**config.mk**
```make
export PLATFORM = sky130hd
export DESIGN_NAME = analog_pin_scan_ctrl
export DESIGN_NICKNAME = d
export VERILOG_FILES = /design/src/rtl/analog_pin_scan_ctrl.sv
export SDC_FILE = /design/constraint.sdc
export NUM_CORES = 1
export LEC_CHECK = 0
export ABC_AREA = 1
export CELL_PAD_IN_SITES_DETAIL_PLACEMENT = 1
export CELL_PAD_IN_SITES_GLOBAL_PLACEMENT = 1
export CORE_MARGIN = 2
export CORE_UTILIZATION = 30
export CTS_CLUSTER_DIAMETER = 40
export DETAILED_ROUTE_END_ITERATION = 6
export PLACE_DENSITY_LB_ADDON = 0.1
export SLEW_MARGIN = 10
export SYNTH_ARGS = -nofsm -noshare
export SYNTH_HDL_FRONTEND = slang
export SYNTH_SLANG_ARGS = --single-unit
```
**constraint.sdc**
```tcl
create_clock -name arduino_clk -period 2.4 [get_ports arduino_clk]
set_clock_uncertainty 0.05 [all_clocks]
set_input_delay 0.24 -clock arduino_clk [delete_from_list [all_inputs] [get_ports arduino_clk]]
set_output_delay 0.24 -clock arduino_clk [all_outputs]
set_load 0.03 [all_outputs]
```
**src/rtl/analog_pin_scan_ctrl.sv**
```systemverilog
// Masked, timed scan over six analog strobes: one pin at a time, ascending order,
// a one-cycle all-zero gap between pins, single-shot or continuous.
module analog_pin_scan_ctrl #(
   parameter int NUM_PINS = 6,
   parameter int DWELL_W  = 8
) (
   input  logic                arduino_clk,
   input  logic                arduino_rst_n,
   input  logic                start,
   input  logic                stop,
   input  logic                continuous,
   input  logic [NUM_PINS-1:0] pin_mask,
   input  logic [DWELL_W-1:0]  dwell,
   output logic [NUM_PINS-1:0] pin_sel,
   output logic [2:0]          pin_idx,
   output logic                sample_strobe,
   output logic                busy,
   output logic                done,
   output logic [1:0]          state_dbg
);

   typedef enum logic [1:0] {
      IDLE  = 2'd0,
      DRIVE = 2'd1,
      GAP   = 2'd2
   } state_t;

   state_t              state_q;
   logic [NUM_PINS-1:0] mask_q;
   logic [DWELL_W-1:0]  dwell_q;
   logic                cont_q;
   logic [2:0]          idx_q;
   logic [DWELL_W-1:0]  cnt_q;
   logic [NUM_PINS-1:0] pin_sel_q;
   logic                sample_q;
   logic                busy_q;
   logic                done_q;

   logic                first_found;
   logic [2:0]          first_idx;
   logic                next_found;
   logic [2:0]          next_idx;
   logic [2:0]          wrap_idx;
   logic [DWELL_W-1:0]  cnt_inc;

   function automatic logic [NUM_PINS-1:0] onehot(input logic [2:0] i);
      return {{(NUM_PINS-1){1'b0}}, 1'b1} << i;
   endfunction

   // Downward loops leave the lowest qualifying index as the final assignment.
   always_comb begin
      first_found = 1'b0;
      first_idx   = '0;
      next_found  = 1'b0;
      next_idx    = '0;
      wrap_idx    = '0;
      for (int i = NUM_PINS - 1; i >= 0; i--) begin
         if (pin_mask[i]) begin
            first_found = 1'b1;
            first_idx   = 3'(i);
         end
         if (mask_q[i] && (3'(i) > idx_q)) begin
            next_found = 1'b1;
            next_idx   = 3'(i);
         end
         if (mask_q[i]) begin
            wrap_idx = 3'(i);
         end
      end
   end

   assign cnt_inc = cnt_q + 1'b1;

   always_ff @(posedge arduino_clk or negedge arduino_rst_n) begin
      if (!arduino_rst_n) begin
         state_q   <= IDLE;
         mask_q    <= '0;
         dwell_q   <= '0;
         cont_q    <= 1'b0;
         idx_q     <= '0;
         cnt_q     <= '0;
         pin_sel_q <= '0;
         sample_q  <= 1'b0;
         busy_q    <= 1'b0;
         done_q    <= 1'b0;
      end else begin
         sample_q <= 1'b0;
         done_q   <= 1'b0;
         if (stop) begin
            state_q   <= IDLE;
            idx_q     <= '0;
            cnt_q     <= '0;
            pin_sel_q <= '0;
            busy_q    <= 1'b0;
         end else begin
            case (state_q)
               IDLE: begin
                  if (start) begin
                     mask_q  <= pin_mask;
                     dwell_q <= dwell;
                     cont_q  <= continuous;
                     if (first_found) begin
                        state_q   <= DRIVE;
                        idx_q     <= first_idx;
                        pin_sel_q <= onehot(first_idx);
                        cnt_q     <= '0;
                        busy_q    <= 1'b1;
                        sample_q  <= (dwell == '0);
                     end else begin
                        done_q <= 1'b1;
                     end
                  end
               end
               DRIVE: begin
                  if (cnt_q == dwell_q) begin
                     state_q   <= GAP;
                     pin_sel_q <= '0;
                  end else begin
                     cnt_q    <= cnt_inc;
                     sample_q <= (cnt_inc == dwell_q);
                  end
               end
               GAP: begin
                  if (next_found || cont_q) begin
                     state_q   <= DRIVE;
                     idx_q     <= next_found ? next_idx : wrap_idx;
                     pin_sel_q <= onehot(next_found ? next_idx : wrap_idx);
                     cnt_q     <= '0;
                     sample_q  <= (dwell_q == '0);
                  end else begin
                     state_q <= IDLE;
                     idx_q   <= '0;
                     busy_q  <= 1'b0;
                     done_q  <= 1'b1;
                  end
               end
               default: begin
                  state_q   <= IDLE;
                  pin_sel_q <= '0;
                  busy_q    <= 1'b0;
               end
            endcase
         end
      end
   end

   assign pin_sel       = pin_sel_q;
   assign pin_idx       = idx_q;
   assign sample_strobe = sample_q;
   assign busy          = busy_q;
   assign done          = done_q;
   assign state_dbg     = state_q;

endmodule

```
==> run_results.csv, run 1 <==
group,metric,value,unit
status,status,"finished, final reports clean",
sta,setup_viol,0,
cells_and_area,nets,361,
power_and_ir_drop,leakagePower,1.31,nW
synth,synth-xor-area-share,0.0419,
detailed_routing,ant_nets,0,
critical_path,max_stage_delay,0.43,ns
sta,holdWs,0.0103,ns
sta,finalSetupTns,0,ns
critical_path,path_buf_inv,0,
floorplan,rows,31,
critical_path,cp_num_cells,11,
run,cap_violations,0,
clock_network,cts_tree,"built",
synth,synthSimpleGateAreaFrac,0.344,
critical_path,worstPathRequired,2.56,ns
power_and_ir_drop,p_total,0.00180,W
synth,synth_area_leaders,"dfrtp_1 (41%), nand2_1 (13%), inv_1 (5.6%)",
global_routing,grt_util_met2,0.302,
synth,synth_most_common_cell,"nand2_1",
synth,synth_top_family_by_area,"simple AND/OR/NAND/NOR gates",
sta,slew_headroom,0.424,
detailed_routing,vias,2088,
sta,hold_viol,0,
global_routing,use_met1,0.201,
floorplan,die_y,91.0,µm
floorplan,top_level_ports,33,
detailed_routing,wl,6270,µm
critical_path,arrival,2.07,ns
synth,synth_ff_type,"dfrtp_1",
global_routing,met3_usage,0.0274,
synth,synth_edf_count,0,
sta,worst_slew_pin_slew,0.864,ns
clock_network,cts_sinks,37,
critical_path,r2r_slack,0.49,ns
critical_path,crit_slowest_cell,"dfrtp_1",
sta,slew_violations,0,
detailed_routing,viasPerCell,4.73,
global_routing,grt-busiest-layer,"met2",
worst_hold_path,hp-class,"in -> async",
critical_path,crit_path_cell_trace,"ha_1, nand2_1, nor2_1, nand2_1, nand2_1, o21ai_0, nor2_1, nand3_1, nor2_1, nor2_1, nor2_1",
clock_network,post_cts_resize_count,0,
synth,synth_cell_type_count,29,
detailed_routing,drt_iter0_drc,71,
critical_path,crit_type,"reg -> reg",
clock_network,cts.htree.levels,2,
clock_network,clockBufferDepth,2,
global_routing,grt_max_degree,38,
cells_and_area,antennaDiodeCount,0,
power_and_ir_drop,power_density,644,nW/µm²
cells_and_area,syn2layout_area_growth,23.0,%
critical_path,crit_path_end_kind,"register",
synth,yosysSeqAreaShare,0.408,
critical_path,path_common_cell,"nor2_1",
global_routing,grt_pass1_vias,2256,
synth,synth_top_area_frac,0.408,
floorplan,initial_core_util,0.311,
synth,synth_compound_area_frac,0.111,
synth,async_reset_ff_frac,1.00,
power_and_ir_drop,peakVddDrop,0.226,mV
clock_network,clk_latency,0.29,ns
sta,fin_crit_sh,0.796,
synth,netlist_area,2270,µm²
sta,max_freq,0.523,GHz
floorplan,die_width,91.0,µm
floorplan,die_area,8280,µm²
critical_path,cp_max_fo,4,
synth,yosysWarnings,0,
detailed_routing,dr.pass1.iters,4,
detailed_routing,drc,0,
clock_network,hold_buffers,0,
clock_network,cts_setup_buffers,0,
critical_path,start_kind,"register",
global_routing,grt_overflow_total,0,
synth,mappedNetlistNets,324,
floorplan,core,7290,µm²
synth,yosysTopAreaCell,"dfrtp_1",
clock_network,numCtsBuffers,5,
synth,synth_cells,304,
synth,synth_fa_ha_area_frac,0.00551,
clock_network,clock-root-buffer,"clkbuf_8",
place,gp_congestion,0.803,
global_routing,grt_pass1_wl,11000,µm
critical_path,path_delay_family,"simple AND/OR/NAND/NOR gates",
place,place_hpwl,5080,µm
cells_and_area,layout-drive-gt1-share,0.126,
synth,ys_top_cells_by_count,"nand2_1 (76), dfrtp_1 (37), inv_1 (34)",
sta,fin_crit,1.91,ns
synth,ys_seq_elements,37,
critical_path,reg2reg_depth,11,
place,io_buffers,32,
global_routing,antenna_found_initial,0,
detailed_routing,routedWlPerCell,14.2,µm
synth,syn_avg_cell_area,7.47,µm²
global_routing,gr-usage-all-layers,0.166,
synth,synth_mux_area_frac,0.0149,
clock_network,path_clk_slew,0.08,ns
sta,rsz0062_at_grt,"false",
==> logic make-up (layout without fill, tap and decap cells) <==
logic type | count (synthesis) | in the layout
AND/OR/NAND/NOR | 170 | 170
AO/OA/AOI/OAI | 42 | 42
buffers and inverters | 41 | 79
flip-flops | 37 | 37
XOR/XNOR | 10 | 10
multiplexers | 3 | 3
adder cells (fa/ha/maj) | 1 | 1
==> power breakdown <==
part | switching, W | internal (W) | leakage [nW]
logic | 0.000307 | 0.000214 | 0.777
clock network | 0.000226 | 0.000260 | 0.0542
registers | 0.0000903 | 0.000702 | 0.480
total | 0.000623 | 0.00118 | 1.31
==> metrics by stage <==
stage / cell area (µm²) / utilization / std cells / setup slack (ns)
after floorplan: 2270 / - / 304 / 0.696
after CTS: 2790 / 0.383 / 441 / 0.459
after detailed placement: 2690 / 0.369 / 433 / 0.250
after global placement: 2690 / 0.369 / 433 / 0.331
after global routing: 2790 / 0.383 / 441 / 0.247
final: 2790 / 0.383 / 441 / 0.490
==> cells in the final DEF, fill, tap and decap left out, types with 3 or more instances in the layout <==
cell type | synthesis | routed
nor4_1 | 3 | 3
nand4_1 | 9 | 9
clkdlybuf4s50_1 | 0 | 31
a21oi_1 | 11 | 11
mux2_2 | 3 | 3
o21ai_2 | 7 | 7
o21bai_1 | 5 | 5
xnor2_1 | 7 | 7
nand2_1 | 76 | 76
inv_2 | 3 | 3
o21ai_0 | 17 | 17
nor3_1 | 4 | 4
nand2_2 | 8 | 8
nand3_2 | 5 | 5
inv_1 | 34 | 34
nor2_1 | 33 | 33
clkbuf_8 | 0 | 7
dfrtp_1 | 37 | 37
nand3_1 | 24 | 24
==> state kept, by name, indices dropped and copies added, names as in the netlist <==
name / flops
pin_sel: 6
cont_q: 1
mask_q: 6
state_dbg: 2
cnt_q: 8
busy: 1
pin_idx: 3
dwell_q: 8
done: 1
sample_strobe: 1
==> path summary, 6_finish.rpt <==
kind,from,to
min,arduino_rst_n,dwell_q[2]
min reg2reg,pin_sel[0],pin_sel[0]
max reg2reg,cnt_q[0],sample_strobe
max in group asynchronous,arduino_rst_n,sample_strobe
max,cnt_q[0],sample_strobe
min in group arduino_clk,pin_sel[0],pin_sel[0]
==> area by class of cell <==
class | count | area [µm²]
clock buffers | 7 | 96.3
clock inverters | 1 | 5.00
multi-input cells | 226 | 1170
well taps | 99 | 124
inverters | 37 | 139
repair buffers | 34 | 330
fillers | 961 | 4500
flip-flops and latches | 37 | 926
==> routing by layer <==
metal | wire length, µm | part of all wire
met1 | 2800 | 0.45
met2 | 3270 | 0.52
met3 | 122 | 0.019
met4 | 78 | 0.012
met5 | 0 | 0
Note: power is estimated with default switching activity, not from simulation.
==> inputs of run 2 (changes only) <==
clock period = 1.7 ns   (was 2.4 ns; I/O delays follow)
==> run_results.csv, run 2 (same netlist as run 1, synthesis figures left out) <==
group,metric,value,unit
status,status,"finished, final reports clean",
global_routing,grt_overflow_total,0,
global_routing,gr-usage-all-layers,0.177,
detailed_routing,drc,0,
detailed_routing,drt_iter0_drc,65,
floorplan,top_level_ports,33,
clock_network,clock-root-buffer,"clkbuf_8",
global_routing,grt_pass1_vias,2471,
critical_path,crit_path_end_kind,"register",
worst_hold_path,hp-class,"in -> async",
power_and_ir_drop,leakagePower,1.64,nW
critical_path,crit_type,"reg -> reg",
cells_and_area,fill_cells,947,
detailed_routing,routedWlPerCell,13.9,µm
floorplan,die_y,91.0,µm
clock_network,cts.htree.levels,2,
power_and_ir_drop,p_clk_frac,0.248,
power_and_ir_drop,peakVddDrop,0.303,mV
sta,worst_slew_pin_slew,0.445,ns
place,place_inst,487,
clock_network,path_clk_slew,0.08,ns
power_and_ir_drop,seqPwrFrac,0.400,
cells_and_area,antennaDiodeCount,0,
global_routing,grt_max_degree,19,
sta,setup_viol,0,
run,cap_violations,0,
floorplan,core,7290,µm²
sta,slew_violations,0,
detailed_routing,viasPerCell,4.61,
floorplan,die_area,8280,µm²
power_and_ir_drop,power_density,834,nW/µm²
sta,max_freq,0.617,GHz
detailed_routing,ant_nets,0,
power_and_ir_drop,sw_frac_of_total,0.348,
clock_network,clk_latency,0.29,ns
detailed_routing,dr.pass1.iters,5,
critical_path,cp_max_fo,6,
sta,slew_headroom,0.703,
clock_network,clockBufferDepth,2,
cells_and_area,syn2layout_area_growth,47.5,%
clock_network,cts_sinks,37,
floorplan,rows,31,
critical_path,worstPathRequired,1.88,ns
detailed_routing,vias,2297,
cells_and_area,layout_common_cells,"nand2_1 (66), buf_4 (59), dfrtp_1 (33)",
place,gp_congestion,0.821,
cells_and_area,fin_cells,498,
sta,rsz0062_at_grt,"true",
critical_path,start_kind,"register",
floorplan,die_width,91.0,µm
sta,holdWs,0.299,ns
cells_and_area,layout-drive-gt1-share,0.331,
clock_network,numCtsBuffers,5,
cells_and_area,reg_top3,"cnt_q (8), dwell_q (8)",
power_and_ir_drop,internal_power,0.00182,W
sta,hold_viol,0,
sta,fin_crit,1.62,ns
critical_path,arrival,1.80,ns
detailed_routing,wl,6940,µm
cells_and_area,nets,418,
clock_network,cts_tree,"built",
cells_and_area,final_common_cell,"nand2_1",
place,io_buffers,32,
global_routing,antenna_found_initial,0,
power_and_ir_drop,power.switching,0.000971,W
global_routing,grt_pass1_wl,11600,µm
power_and_ir_drop,pwr-share-comb,0.352,
floorplan,initial_core_util,0.311,
sta,fin_crit_sh,0.954,
place,place_hpwl,5660,µm
## run 2: cell types whose count changed in the layout (fill, tap and decap cells not counted), sizes merged
cell / delta
dlygate4sd3: +1
clkdlybuf4s50: -3
buf: +57
dlygate4sd2: +1
dlymetal6s2s: +1
## run 2: layout make-up
type / count / area [µm²] / area share
multi-input combinational: 226 / 1290 / 0.387
sequential: 37 / 931 / 0.278
timing repair buffer: 91 / 759 / 0.227
inverter: 37 / 139 / 0.0415
tap: 99 / 124 / 0.0370
clock buffer: 7 / 96.3 / 0.0288
clock inverter: 1 / 5.00 / 0.00149
## run 2: final timing paths
check / slack, ns / to / from / cells after the start
worst min register to register: 0.43 / pin_sel[0] / pin_sel[0] / 2
min in group arduino_clk: 0.41 / cont_q / continuous / 3
worst min-delay path: 0.30 / mask_q[2] / arduino_rst_n / 2
worst max register to register: 0.08 / cnt_q[3] / pin_idx[0] / 11
worst max-delay path: 0.08 / cnt_q[3] / pin_idx[0] / 11
max in group asynchronous: 0.72 / pin_sel[4] / arduino_rst_n / 3
## run 2: repair_timing
action,4_1_cts,5_1_grt
gates resized for setup,7,34
setup buffers,0,2
pin swaps,1,8
hold endpoints to repair,16,0
hold buffers,1,0
endpoints found under the setup margin,8,31
## run 2: stage by stage
stage          power, W  utilization  TNS, ns  worst slack (ns)  instance area (µm²)
2_1_floorplan   0.00163            -        0            0.0185                 2270
3_3_place_gp    0.00203        0.425    -3.25            -0.163                 3100
3_5_place_dp    0.00205        0.425    -3.89            -0.191                 3100
4_1_cts         0.00279        0.444        0           0.00421                 3240
5_1_grt         0.00300        0.459   -0.407           -0.0581                 3350
6_report        0.00279        0.459        0            0.0785                 3350
## run 2: power groups by stage
| stage | Clock [W] | Combinational (W) | Sequential [W] |
|---|---|---|---|
| 3_5_place_dp | 0 | 0.000925 | 0.00112 |
| 6_report | 0.000691 | 0.000984 | 0.00112 |
| 3_3_place_gp | 0 | 0.000905 | 0.00112 |
| 2_1_floorplan | 0 | 0.000499 | 0.00113 |
| 5_1_grt | 0.000762 | 0.00110 | 0.00113 |
| 4_1_cts | 0.000723 | 0.000953 | 0.00111 |
## run 2: routing by layer
metal  routed length, µm  global-route usage  vias to the layer above
met5                   0                   0                        -
li1                    -                   -                     1177
met2                3630               0.328                       21
met4                  86              0.0442                        0
met1                3100               0.210                     1092
met3                 121              0.0299                        7
## run 2: critical path: stages, from the launching register on
cell and delay [ns]:
dfrtp_1 0.40, inv_1 0.07, nand2_1 0.07, nand2_2 0.07, nand2_2 0.09, nand2_4 0.07
nor2_4 0.15, nand3_2 0.15, nand3_4 0.14, buf_4 0.17, nand2_1 0.08, o21ai_2 0.05
